## src/rtl/mips_bus_arbiter_if.sv

```systemverilog
`default_nettype none
// ============================================================================
//  Module   : mips_bus_arbiter_if
//  Purpose  : Bundle of the two requester ports (instruction fetch m0, data
//             m1), the shared memory port (s_*) and the sticky watchdog flag.
//             The slave modport is the arbiter's view; master is the view of
//             the requesters plus memory surrounding it.
//  Revision : 1.0  initial release
// ============================================================================
interface mips_bus_arbiter_if;
    // Requester 0: instruction fetch
    logic [31:0] m0_address;
    logic        m0_read;
    logic        m0_write;
    logic [31:0] m0_writedata;
    logic [3:0]  m0_byteenable;
    logic        m0_waitrequest;
    logic [31:0] m0_readdata;
    // Requester 1: data load/store
    logic [31:0] m1_address;
    logic        m1_read;
    logic        m1_write;
    logic [31:0] m1_writedata;
    logic [3:0]  m1_byteenable;
    logic        m1_waitrequest;
    logic [31:0] m1_readdata;
    // Shared memory port
    logic [31:0] s_address;
    logic        s_read;
    logic        s_write;
    logic [31:0] s_writedata;
    logic [3:0]  s_byteenable;
    logic        s_waitrequest;
    logic [31:0] s_readdata;
    // Sticky watchdog flag
    logic        timeout_err;

    modport slave (
        input  m0_address, m0_read, m0_write, m0_writedata, m0_byteenable,
        output m0_waitrequest, m0_readdata,
        input  m1_address, m1_read, m1_write, m1_writedata, m1_byteenable,
        output m1_waitrequest, m1_readdata,
        output s_address, s_read, s_write, s_writedata, s_byteenable,
        input  s_waitrequest, s_readdata,
        output timeout_err
    );

    modport master (
        output m0_address, m0_read, m0_write, m0_writedata, m0_byteenable,
        input  m0_waitrequest, m0_readdata,
        output m1_address, m1_read, m1_write, m1_writedata, m1_byteenable,
        input  m1_waitrequest, m1_readdata,
        input  s_address, s_read, s_write, s_writedata, s_byteenable,
        output s_waitrequest, s_readdata,
        input  timeout_err
    );
endinterface
`default_nettype wire

```

## src/rtl/mips_bus_arbiter.sv

```systemverilog
`default_nettype none
// ============================================================================
//  Module   : mips_bus_arbiter
//  Purpose  : Two-master round-robin arbiter in front of the single memory
//             port of mips_cpu_bus. A grant is held until the memory drops
//             waitrequest; a per-grant watchdog aborts stalled accesses.
//  Revision : 1.0  initial release
// ============================================================================
module mips_bus_arbiter #(
    parameter int unsigned TIMEOUT_CYCLES = 64,  // 0 disables the watchdog
    parameter int unsigned CNT_W          = 8    // TIMEOUT_CYCLES < 2**CNT_W
) (
    input  wire logic          clk,
    input  wire logic          reset,
    mips_bus_arbiter_if.slave  bus
);

    typedef enum logic [1:0] {
        IDLE = 2'd0,
        GNT0 = 2'd1,
        GNT1 = 2'd2
    } state_t;

    localparam logic [CNT_W-1:0] TMO = CNT_W'(TIMEOUT_CYCLES);

    state_t             state_q, state_d;
    logic               lg_q, lg_d;           // last master that completed
    logic [CNT_W-1:0]   cnt_q, cnt_d;         // stalled cycles in this grant
    logic               timeout_err_q;

    logic req0, req1, gnt0, gnt1, granted, abort, done;

    assign req0    = bus.m0_read | bus.m0_write;
    assign req1    = bus.m1_read | bus.m1_write;
    assign gnt0    = (state_q == GNT0);
    assign gnt1    = (state_q == GNT1);
    assign granted = gnt0 | gnt1;

    // Watchdog fires on the stalled cycle after TIMEOUT_CYCLES stalls
    assign abort = (TIMEOUT_CYCLES != 0) && granted && bus.s_waitrequest && (cnt_q == TMO);
    assign done  = granted & (~bus.s_waitrequest | abort);

    // Next-state: arbitration, grant hand-over and watchdog counting
    always_comb begin
        state_d = state_q;
        lg_d    = lg_q;
        cnt_d   = cnt_q;
        unique case (state_q)
            IDLE: begin
                cnt_d = '0;
                // Tie goes to the master that did not complete last
                if (req0 && (!req1 || lg_q))
                    state_d = GNT0;
                else if (req1)
                    state_d = GNT1;
            end
            GNT0: begin
                if (!req0) begin
                    // Request withdrawn mid-stall: no completion, lg kept
                    state_d = IDLE;
                    cnt_d   = '0;
                end else if (done) begin
                    lg_d    = 1'b0;
                    state_d = req1 ? GNT1 : IDLE;
                    cnt_d   = '0;
                end else if (cnt_q != TMO) begin
                    cnt_d = cnt_q + CNT_W'(1);
                end
            end
            GNT1: begin
                if (!req1) begin
                    state_d = IDLE;
                    cnt_d   = '0;
                end else if (done) begin
                    lg_d    = 1'b1;
                    state_d = req0 ? GNT0 : IDLE;
                    cnt_d   = '0;
                end else if (cnt_q != TMO) begin
                    cnt_d = cnt_q + CNT_W'(1);
                end
            end
            default: begin
                state_d = IDLE;
                cnt_d   = '0;
            end
        endcase
    end

    // State registers; reset leaves m0 winning the first tie
    always_ff @(posedge clk or posedge reset) begin
        if (reset) begin
            state_q       <= IDLE;
            lg_q          <= 1'b1;
            cnt_q         <= '0;
            timeout_err_q <= 1'b0;
        end else begin
            state_q <= state_d;
            lg_q    <= lg_d;
            cnt_q   <= cnt_d;
            if (abort)
                timeout_err_q <= 1'b1;
        end
    end

    // Memory-side mux: granted master passes through, writes take priority
    always_comb begin
        bus.s_address   = 32'h0;
        bus.s_writedata = 32'h0;
        bus.s_byteenable = 4'h0;
        bus.s_read      = 1'b0;
        bus.s_write     = 1'b0;
        if (gnt0) begin
            bus.s_address    = bus.m0_address;
            bus.s_writedata  = bus.m0_writedata;
            bus.s_byteenable = bus.m0_byteenable;
            bus.s_write      = bus.m0_write & ~abort;
            bus.s_read       = bus.m0_read & ~bus.m0_write & ~abort;
        end else if (gnt1) begin
            bus.s_address    = bus.m1_address;
            bus.s_writedata  = bus.m1_writedata;
            bus.s_byteenable = bus.m1_byteenable;
            bus.s_write      = bus.m1_write & ~abort;
            bus.s_read       = bus.m1_read & ~bus.m1_write & ~abort;
        end
    end

    // Master-side responses: release only the granted master on completion
    assign bus.m0_waitrequest = ~(gnt0 & (~bus.s_waitrequest | abort));
    assign bus.m1_waitrequest = ~(gnt1 & (~bus.s_waitrequest | abort));
    assign bus.m0_readdata    = abort ? 32'h0 : bus.s_readdata;
    assign bus.m1_readdata    = abort ? 32'h0 : bus.s_readdata;
    assign bus.timeout_err    = timeout_err_q;

endmodule
`default_nettype wire

```

## src/flat_wrapper.sv

```systemverilog
// flat-port wrapper written by rule: the top's interface ports become plain ports
module mips_bus_arbiter_flat 
#(
    parameter int unsigned TIMEOUT_CYCLES = 64,                            
    parameter int unsigned CNT_W          = 8                                
)
  (clk, reset, bus_m0_address, bus_m0_read, bus_m0_write, bus_m0_writedata, bus_m0_byteenable, bus_m0_waitrequest, bus_m0_readdata, bus_m1_address, bus_m1_read, bus_m1_write, bus_m1_writedata, bus_m1_byteenable, bus_m1_waitrequest, bus_m1_readdata, bus_s_address, bus_s_read, bus_s_write, bus_s_writedata, bus_s_byteenable, bus_s_waitrequest, bus_s_readdata, bus_timeout_err);
  mips_bus_arbiter_if bus_i ();
  input  wire logic clk;
  input  wire logic reset;
  input wire logic [$bits(bus_i.m0_address)-1:0] bus_m0_address;
  input wire logic [$bits(bus_i.m0_read)-1:0] bus_m0_read;
  input wire logic [$bits(bus_i.m0_write)-1:0] bus_m0_write;
  input wire logic [$bits(bus_i.m0_writedata)-1:0] bus_m0_writedata;
  input wire logic [$bits(bus_i.m0_byteenable)-1:0] bus_m0_byteenable;
  output wire logic [$bits(bus_i.m0_waitrequest)-1:0] bus_m0_waitrequest;
  output wire logic [$bits(bus_i.m0_readdata)-1:0] bus_m0_readdata;
  input wire logic [$bits(bus_i.m1_address)-1:0] bus_m1_address;
  input wire logic [$bits(bus_i.m1_read)-1:0] bus_m1_read;
  input wire logic [$bits(bus_i.m1_write)-1:0] bus_m1_write;
  input wire logic [$bits(bus_i.m1_writedata)-1:0] bus_m1_writedata;
  input wire logic [$bits(bus_i.m1_byteenable)-1:0] bus_m1_byteenable;
  output wire logic [$bits(bus_i.m1_waitrequest)-1:0] bus_m1_waitrequest;
  output wire logic [$bits(bus_i.m1_readdata)-1:0] bus_m1_readdata;
  output wire logic [$bits(bus_i.s_address)-1:0] bus_s_address;
  output wire logic [$bits(bus_i.s_read)-1:0] bus_s_read;
  output wire logic [$bits(bus_i.s_write)-1:0] bus_s_write;
  output wire logic [$bits(bus_i.s_writedata)-1:0] bus_s_writedata;
  output wire logic [$bits(bus_i.s_byteenable)-1:0] bus_s_byteenable;
  input wire logic [$bits(bus_i.s_waitrequest)-1:0] bus_s_waitrequest;
  input wire logic [$bits(bus_i.s_readdata)-1:0] bus_s_readdata;
  output wire logic [$bits(bus_i.timeout_err)-1:0] bus_timeout_err;
  assign bus_i.m0_address = bus_m0_address;
  assign bus_i.m0_read = bus_m0_read;
  assign bus_i.m0_write = bus_m0_write;
  assign bus_i.m0_writedata = bus_m0_writedata;
  assign bus_i.m0_byteenable = bus_m0_byteenable;
  assign bus_m0_waitrequest = bus_i.m0_waitrequest;
  assign bus_m0_readdata = bus_i.m0_readdata;
  assign bus_i.m1_address = bus_m1_address;
  assign bus_i.m1_read = bus_m1_read;
  assign bus_i.m1_write = bus_m1_write;
  assign bus_i.m1_writedata = bus_m1_writedata;
  assign bus_i.m1_byteenable = bus_m1_byteenable;
  assign bus_m1_waitrequest = bus_i.m1_waitrequest;
  assign bus_m1_readdata = bus_i.m1_readdata;
  assign bus_s_address = bus_i.s_address;
  assign bus_s_read = bus_i.s_read;
  assign bus_s_write = bus_i.s_write;
  assign bus_s_writedata = bus_i.s_writedata;
  assign bus_s_byteenable = bus_i.s_byteenable;
  assign bus_i.s_waitrequest = bus_s_waitrequest;
  assign bus_i.s_readdata = bus_s_readdata;
  assign bus_timeout_err = bus_i.timeout_err;
  mips_bus_arbiter #(.TIMEOUT_CYCLES(TIMEOUT_CYCLES), .CNT_W(CNT_W)) u_core (.clk(clk), .reset(reset), .bus(bus_i));
endmodule
```

## config.mk

```make
export PLATFORM = sky130hd
export DESIGN_NAME = mips_bus_arbiter_flat
export DESIGN_NICKNAME = d
export VERILOG_FILES = /design/src/rtl/mips_bus_arbiter_if.sv /design/src/rtl/mips_bus_arbiter.sv /design/src/flat_wrapper.sv
export SDC_FILE = /design/constraint.sdc
export NUM_CORES = 1
export LEC_CHECK = 0
export BUFFER_PORTS_ARGS = -buffer_cell sky130_fd_sc_hd__clkbuf_2
export CAP_MARGIN = 15
export CORE_AREA = 2 2 122 124
export DETAILED_ROUTE_END_ITERATION = 10
export DIE_AREA = 0 0 124 126
export REMOVE_ABC_BUFFERS = 1
export SLEW_MARGIN = 20
export SYNTH_ARGS = -nofsm -noshare
export SYNTH_HDL_FRONTEND = slang
export SYNTH_SLANG_ARGS = --single-unit
```

## constraint.sdc

```tcl
create_clock -name clk -period 2.25 [get_ports clk]
set_clock_uncertainty 0.15 [all_clocks]
set_input_delay 0.3375 -clock clk [delete_from_list [all_inputs] [get_ports clk]]
set_output_delay 0.3375 -clock clk [all_outputs]
set_load 0.02 [all_outputs]
```

# [Word level (Yosys, flattened, before mapping)]
# Index checks and enable logic that the tools add are counted.
[word_totals] reg_bits=12 output_inout_bits=137 word_cells=74
[op_classes] n_addsub=1 n_eq_ne=11 muxes=30 n_bitwise=19 n_reduce_logical=9
[op_table] cell="$mux W32" count=5
[op_table] cell="$mux W8" count=4
[op_table] cell="$pmux W8 S2" count=1
[op_table] cell="$mux W2" count=7
[op_table] cell="$and A1 B1 Y1" count=9
[op_table] cell="$mux W1" count=9
[op_table] cell="$add A8 B1 Y8 const B" count=1
[op_table] cell="$eq A8 B7 Y1 const B" count=1
[op_table] cell="$mux W4" count=2
[op_table] cell="$ne A8 B7 Y1 const B" count=1
[op_table] cell="$ne A3 B3 Y1 const B" count=2
[op_table] cell="$not A1 Y1" count=6
[op_table] cell="$pmux W2 S3" count=1
[op_table] cell="$reduce_and A5 Y1" count=1
[op_table] cell="$ne A2 B1 Y1 const B" count=2
[op_table] cell="$ne A2 B2 Y1 const B" count=2
[op_table] cell="$or A1 B1 Y1" count=4
[op_table] cell="$logic_and A1 B1 Y1" count=3
[op_table] cell="$ne A3 B1 Y1 const B" count=1
[op_table] cell="$reduce_and A3 Y1" count=1
[op_table] cell="$eq A2 B1 Y1 const B" count=1
[op_table] cell="$eq A2 B2 Y1 const B" count=1
[op_table] cell="$logic_not A2 Y1" count=1
[op_table] cell="$pmux W1 S2" count=1
[op_table] cell="3 further kinds" count=3

# [Longest topological paths before layout]
[logic_depth] word_depth=9 ltp_mapped=8

# [Worst setup path after synthesis]
# OpenSTA, ideal clock, no wires.
[synth_path] kind="register to output" from="register u_core.state_q[0]" to="output port bus_s_byteenable[0]" arrival_ns=1.726 required_time_ns=1.762 path_slack_ns=0.036 stages_incl_launch_ff=8 cell_sequence="dfrtp_1 > inv_1 > ha_1 > nor2b_1 > clkbuf_1 > buf_2 > buf_1 > a22o_1"
[synth_via] elab_chain_len=3
[synth_rtl] item="start: declaration" line="mips_bus_arbiter.sv:26" source="state_t state_q, state_d;"
[synth_rtl] item="start signal: assignment" line="mips_bus_arbiter.sv:97" source="state_q <= state_d;"
[synth_rtl] item="$eq A2 B2 Y1" line="mips_bus_arbiter.sv:36" source="assign gnt1 = (state_q == GNT1);"
[synth_rtl] item="named net u_core.gnt1" line="mips_bus_arbiter.sv:31" source="logic req0, req1, gnt0, gnt1, granted, abort, done;"
[synth_rtl] item="$mux W4" line="mips_bus_arbiter.sv:118" source="end else if (gnt1) begin"
[synth_rtl] item="$mux W4" line="mips_bus_arbiter.sv:112" source="if (gnt0) begin"
[synth_rtl] item="end: declaration" line="flat_wrapper.sv:29" source="output wire logic [$bits(bus_i.s_byteenable)-1:0] bus_s_byteenable;"
# The timed path passes the listed nets, and every way through them passes these cells.

# [Worst setup path after layout]
[layout_path] from="register u_core.cnt_q[4]" to="output port bus_m0_readdata[19]"
[layout_via] elab_chain_len=3
[layout_rtl] item="start: declaration" line="mips_bus_arbiter.sv:28" source="logic [CNT_W-1:0] cnt_q, cnt_d;"
[layout_rtl] item="start signal: assignment" line="mips_bus_arbiter.sv:99" source="cnt_q <= cnt_d;"
[layout_rtl] item="$eq A8 B7 Y1" line="mips_bus_arbiter.sv:40" source="assign abort = (TIMEOUT_CYCLES != 0) && granted && bus.s_waitrequest && (cnt_q == TMO);"
[layout_rtl] item="$logic_and A1 B1 Y1" line="mips_bus_arbiter.sv:40"
[layout_rtl] item="$mux W32" line="mips_bus_arbiter.sv:130" source="assign bus.m0_readdata = abort ? 32'h0 : bus.s_readdata;"
[layout_rtl] item="end: declaration" line="flat_wrapper.sv:17" source="output wire logic [$bits(bus_i.m0_readdata)-1:0] bus_m0_readdata;"
# Every way passes these cells.

==> summary.md <==
| Metric | Value |
|---|---|
| Outcome | complete, but fails checks |
| Failing checks | setup timing |
| Area grow syn2layout | 105% |
| Clk buf depth | 2 |
| CTS buffer count | 3 |
| F_max | 427 MHz |
| RSZ-0062 raised after global routing | yes |
| Library cells used by synthesis | 32 |
| Pre-CTS WS | 0.0650 ns |
| Largest net degree at the start of global routing | 36 |
| Final setup fails | 85 |
| Final ANT Viol Nets | 0 |
| Period Utilization, post-route | 104% |
| Leak | 2.35 nW |
| Placer Congestion | 0.822 |
| Critical path arrival | 1.85 ns |
| Worst-skew pair later-pin latency | 0.24 ns |
| Share of cells above drive strength 1 | 72.4% |
| Vias | 2842 |
| Critical path's slowest cell | dfrtp_1 |
| First-pass iteration count of the detailed router | 4 |
| Synth Area in XOR/XNOR | 2.64% |
| Synth Area in Simple Gates | 24.8% |
| Row count | 44 |
| Core footprint | 0.0143 mm2 |
| Initial antenna violation count | 0 |
| Post-route cell area | 0.00408 mm2 |
| Fin Setup TNS | -4.51 ns |
| WL per Instance | 14.6 um |
| Clock slew at reported path FFs | 0.04 ns |
| Post-synthesis mux area share | 0% |
| Post-synth top area cell | a22o_1 |
| Most common cell in the netlist | a22o_1 |
| I/O Buffers | 311 |
| Die span in x | 124 um |
| Residual DRC | 0 |
| Vias in the first global route | 2378 |
| Synth Area in Compound Gates | 35.0% |
| Die area | 0.0156 mm2 |
| Final hold violation count | 0 |
| Max-cap check violation count | 0 |
| Max_slew headroom | 68.2% |
| Starting Density | 13.9% |
| Post-synth top flop | dfrtp_1 |
| First-pass GRT wire length | 12.8 mm |
| Hold crit path type | reg -> reg |
| Fraction of the mapped netlist area in adder cells | 3.78% |
| Worst Reg-to-Reg Cells | 6 |
| ANT cells | 0 |
| Ports | 312 |
| Die height | 126 um |
| Routed WL | 10.3 mm |
| Total gr overflow | 0 |
| Num Clock Sinks | 12 |
| Syn Inst Count | 238 |
| Max VDD drop | 0.296 mV |
| CTS Root Cell | clkbuf_16 |
| Transition time of the tightest slew-check pin | 0.471 ns |
| Vias per std cell | 4.03 |
| Area after DPL | 0.00357 mm2 |
| Number of flops mapped to enable cells by yosys | 0 |
| Final Slew Violations | 0 |
| Detail Placement HPWL | 8.20 mm |
| Register area share after synthesis | 15.2% |
| Synth top area share | 30.8% |
| CP Capture Type | output port |
| Synth area leaders | a22o_1 31%, dfrtp_1 14%, and2_4 12% |
| H-tree Lvls | 1 |
| Inst Count DP | 690 |
| Hold slack | 0.318 ns |
| Nets | 704 |
| Req. time, crit path | 1.76 ns |
| Maximum fanout along the worst path | 17 |
| Flops & latches, synth | 12 |
| Most common library cells after synthesis | 70 x a22o_1, 32 x buf_4, 28 x and2_4, 13 x nor2_1, 12 x clkbuf_1 |
| FFs w/ async S/R, synth | 100% |
| Largest family of logic cells by synthesized area | compound AO/OA/AOI/OAI gates |
| Mean Syn Cell Area | 8.35 um2 |
| Syn. warnings | 0 |
| Initial DRC Count | 167 |
| WS Path Type | reg -> out |
| Period minus WS final | 2.34 ns |
| Post-Layout Cell Count | 706 |
| Setup slack after layout | -0.0898 ns |
| Worst hold path depth | 1 |
| CTS tree | built |
| Mapped Area | 0.00199 mm2 |
| PwrDens | 985 mW/mm2 |
| Total GRT Usage | 10.5% |
| CP Launch Type | flip-flop |
| CP max stage delay | 0.40 ns |
| Worst path cell trace | nor4b_4 -> nand3_2 -> or2_4 -> clkbuf_16 -> and2_4 -> clkbuf_2 |
-- through the flow --
| step | total power, W | utilization, % |
|---|---|---|
| final | 0.00402 | 28.5 |
| after global routing | 0.00428 | 28.5 |
| after CTS | 0.00361 | 26.1 |
| after detailed placement | 0.00316 | 24.9 |
| after global placement | 0.00318 | 24.9 |
| after floorplan | 0.00206 | - |
-- kinds of logic (layout without fill, tap and decap cells) --
group | Yosys count | count (layout)
AO/OA/AOI/OAI | 83 | 83
XOR/XNOR | 6 | 6
adder cells (fa/ha/maj) | 6 | 6
buffers and inverters | 58 | 342
flip-flops | 12 | 12
AND/OR/NAND/NOR | 73 | 73
-- area by class of cell --
type,instances,area (um2)
Clock buffer,4,88.8
Fill cell,1496,10200
Inverter,6,25.0
Multi-Input combinational cell,168,1390
Sequential cell,12,303
Tap cell,184,230
Timing Repair Buffer,332,2050
-- power breakdown --
| group | total [W] | switching, W | leakage (nW) | internal [W] |
|---|---|---|---|---|
| registers | 0.000294 | 0.0000388 | 0.160 | 0.000255 |
| logic | 0.00337 | 0.00181 | 2.15 | 0.00156 |
| clock network | 0.000360 | 0.0000918 | 0.0442 | 0.000268 |
-- layout by cell type (no fill, tap or decap), types with 2 or more instances in the layout --
cell / instances
clkbuf_2: 219
a22o_1: 69
buf_2: 47
buf_4: 33
and2_4: 28
buf_6: 21
nor2_1: 13
dfrtp_1: 10
nand2_1: 9
clkbuf_16: 7
o21ai_0: 6
and2_1: 6
nand3_1: 5
xor2_1: 5
inv_1: 4
buf_12: 4
a21oi_1: 3
ha_4: 3
ha_1: 3
and3_1: 2
nand3b_1: 2
clkbuf_4: 2
-- layer usage --
layer  vias up  share of wire (%)  track usage [%]
met5         -                  0                0
met2       124                 46             16.6
met4         0                1.3             2.18
met3         9                8.0             2.08
met1      1303                 44             14.8
li1       1406                  -                -
-- what timing repair did --
action	4_1_cts	5_1_grt
pin swaps	3	2
setup buffers	4	3
gates resized for setup	7	163
endpoints found under the hold margin	11	0
hold buffers	1	0
gates cloned	0	4
endpoints found under the setup margin	119	118
-- critical path: cells and delay by family (launching register included) --
| family | cells | cell delay [ns] |
|---|---|---|
| and+or+nand+nor | 4 | 0.87 |
| buffers and inverters | 2 | 0.33 |
| DFF | 1 | 0.40 |
-- sequential cells by signal, summed over array words and instances, names as in the netlist --
signal                  count
u_core.lg_q                 1
u_core.state_q              2
u_core.cnt_q                8
u_core.bus.timeout_err      1
-- final timing paths --
| path | from | endpoint | slack (ns) |
|---|---|---|---|
| max | u_core.cnt_q[4] | bus_m0_readdata[19] | -0.09 |
| min reg2reg | u_core.bus.timeout_err | u_core.bus.timeout_err | 0.32 |
| min in group asynchronous | reset | u_core.cnt_q[0] | 0.50 |
| min | u_core.bus.timeout_err | u_core.bus.timeout_err | 0.32 |
| max in group asynchronous | reset | u_core.state_q[0] | 1.11 |
| max reg2reg | u_core.state_q[0] | u_core.state_q[0] | 0.32 |
Note: power is estimated with default switching activity, not from simulation.
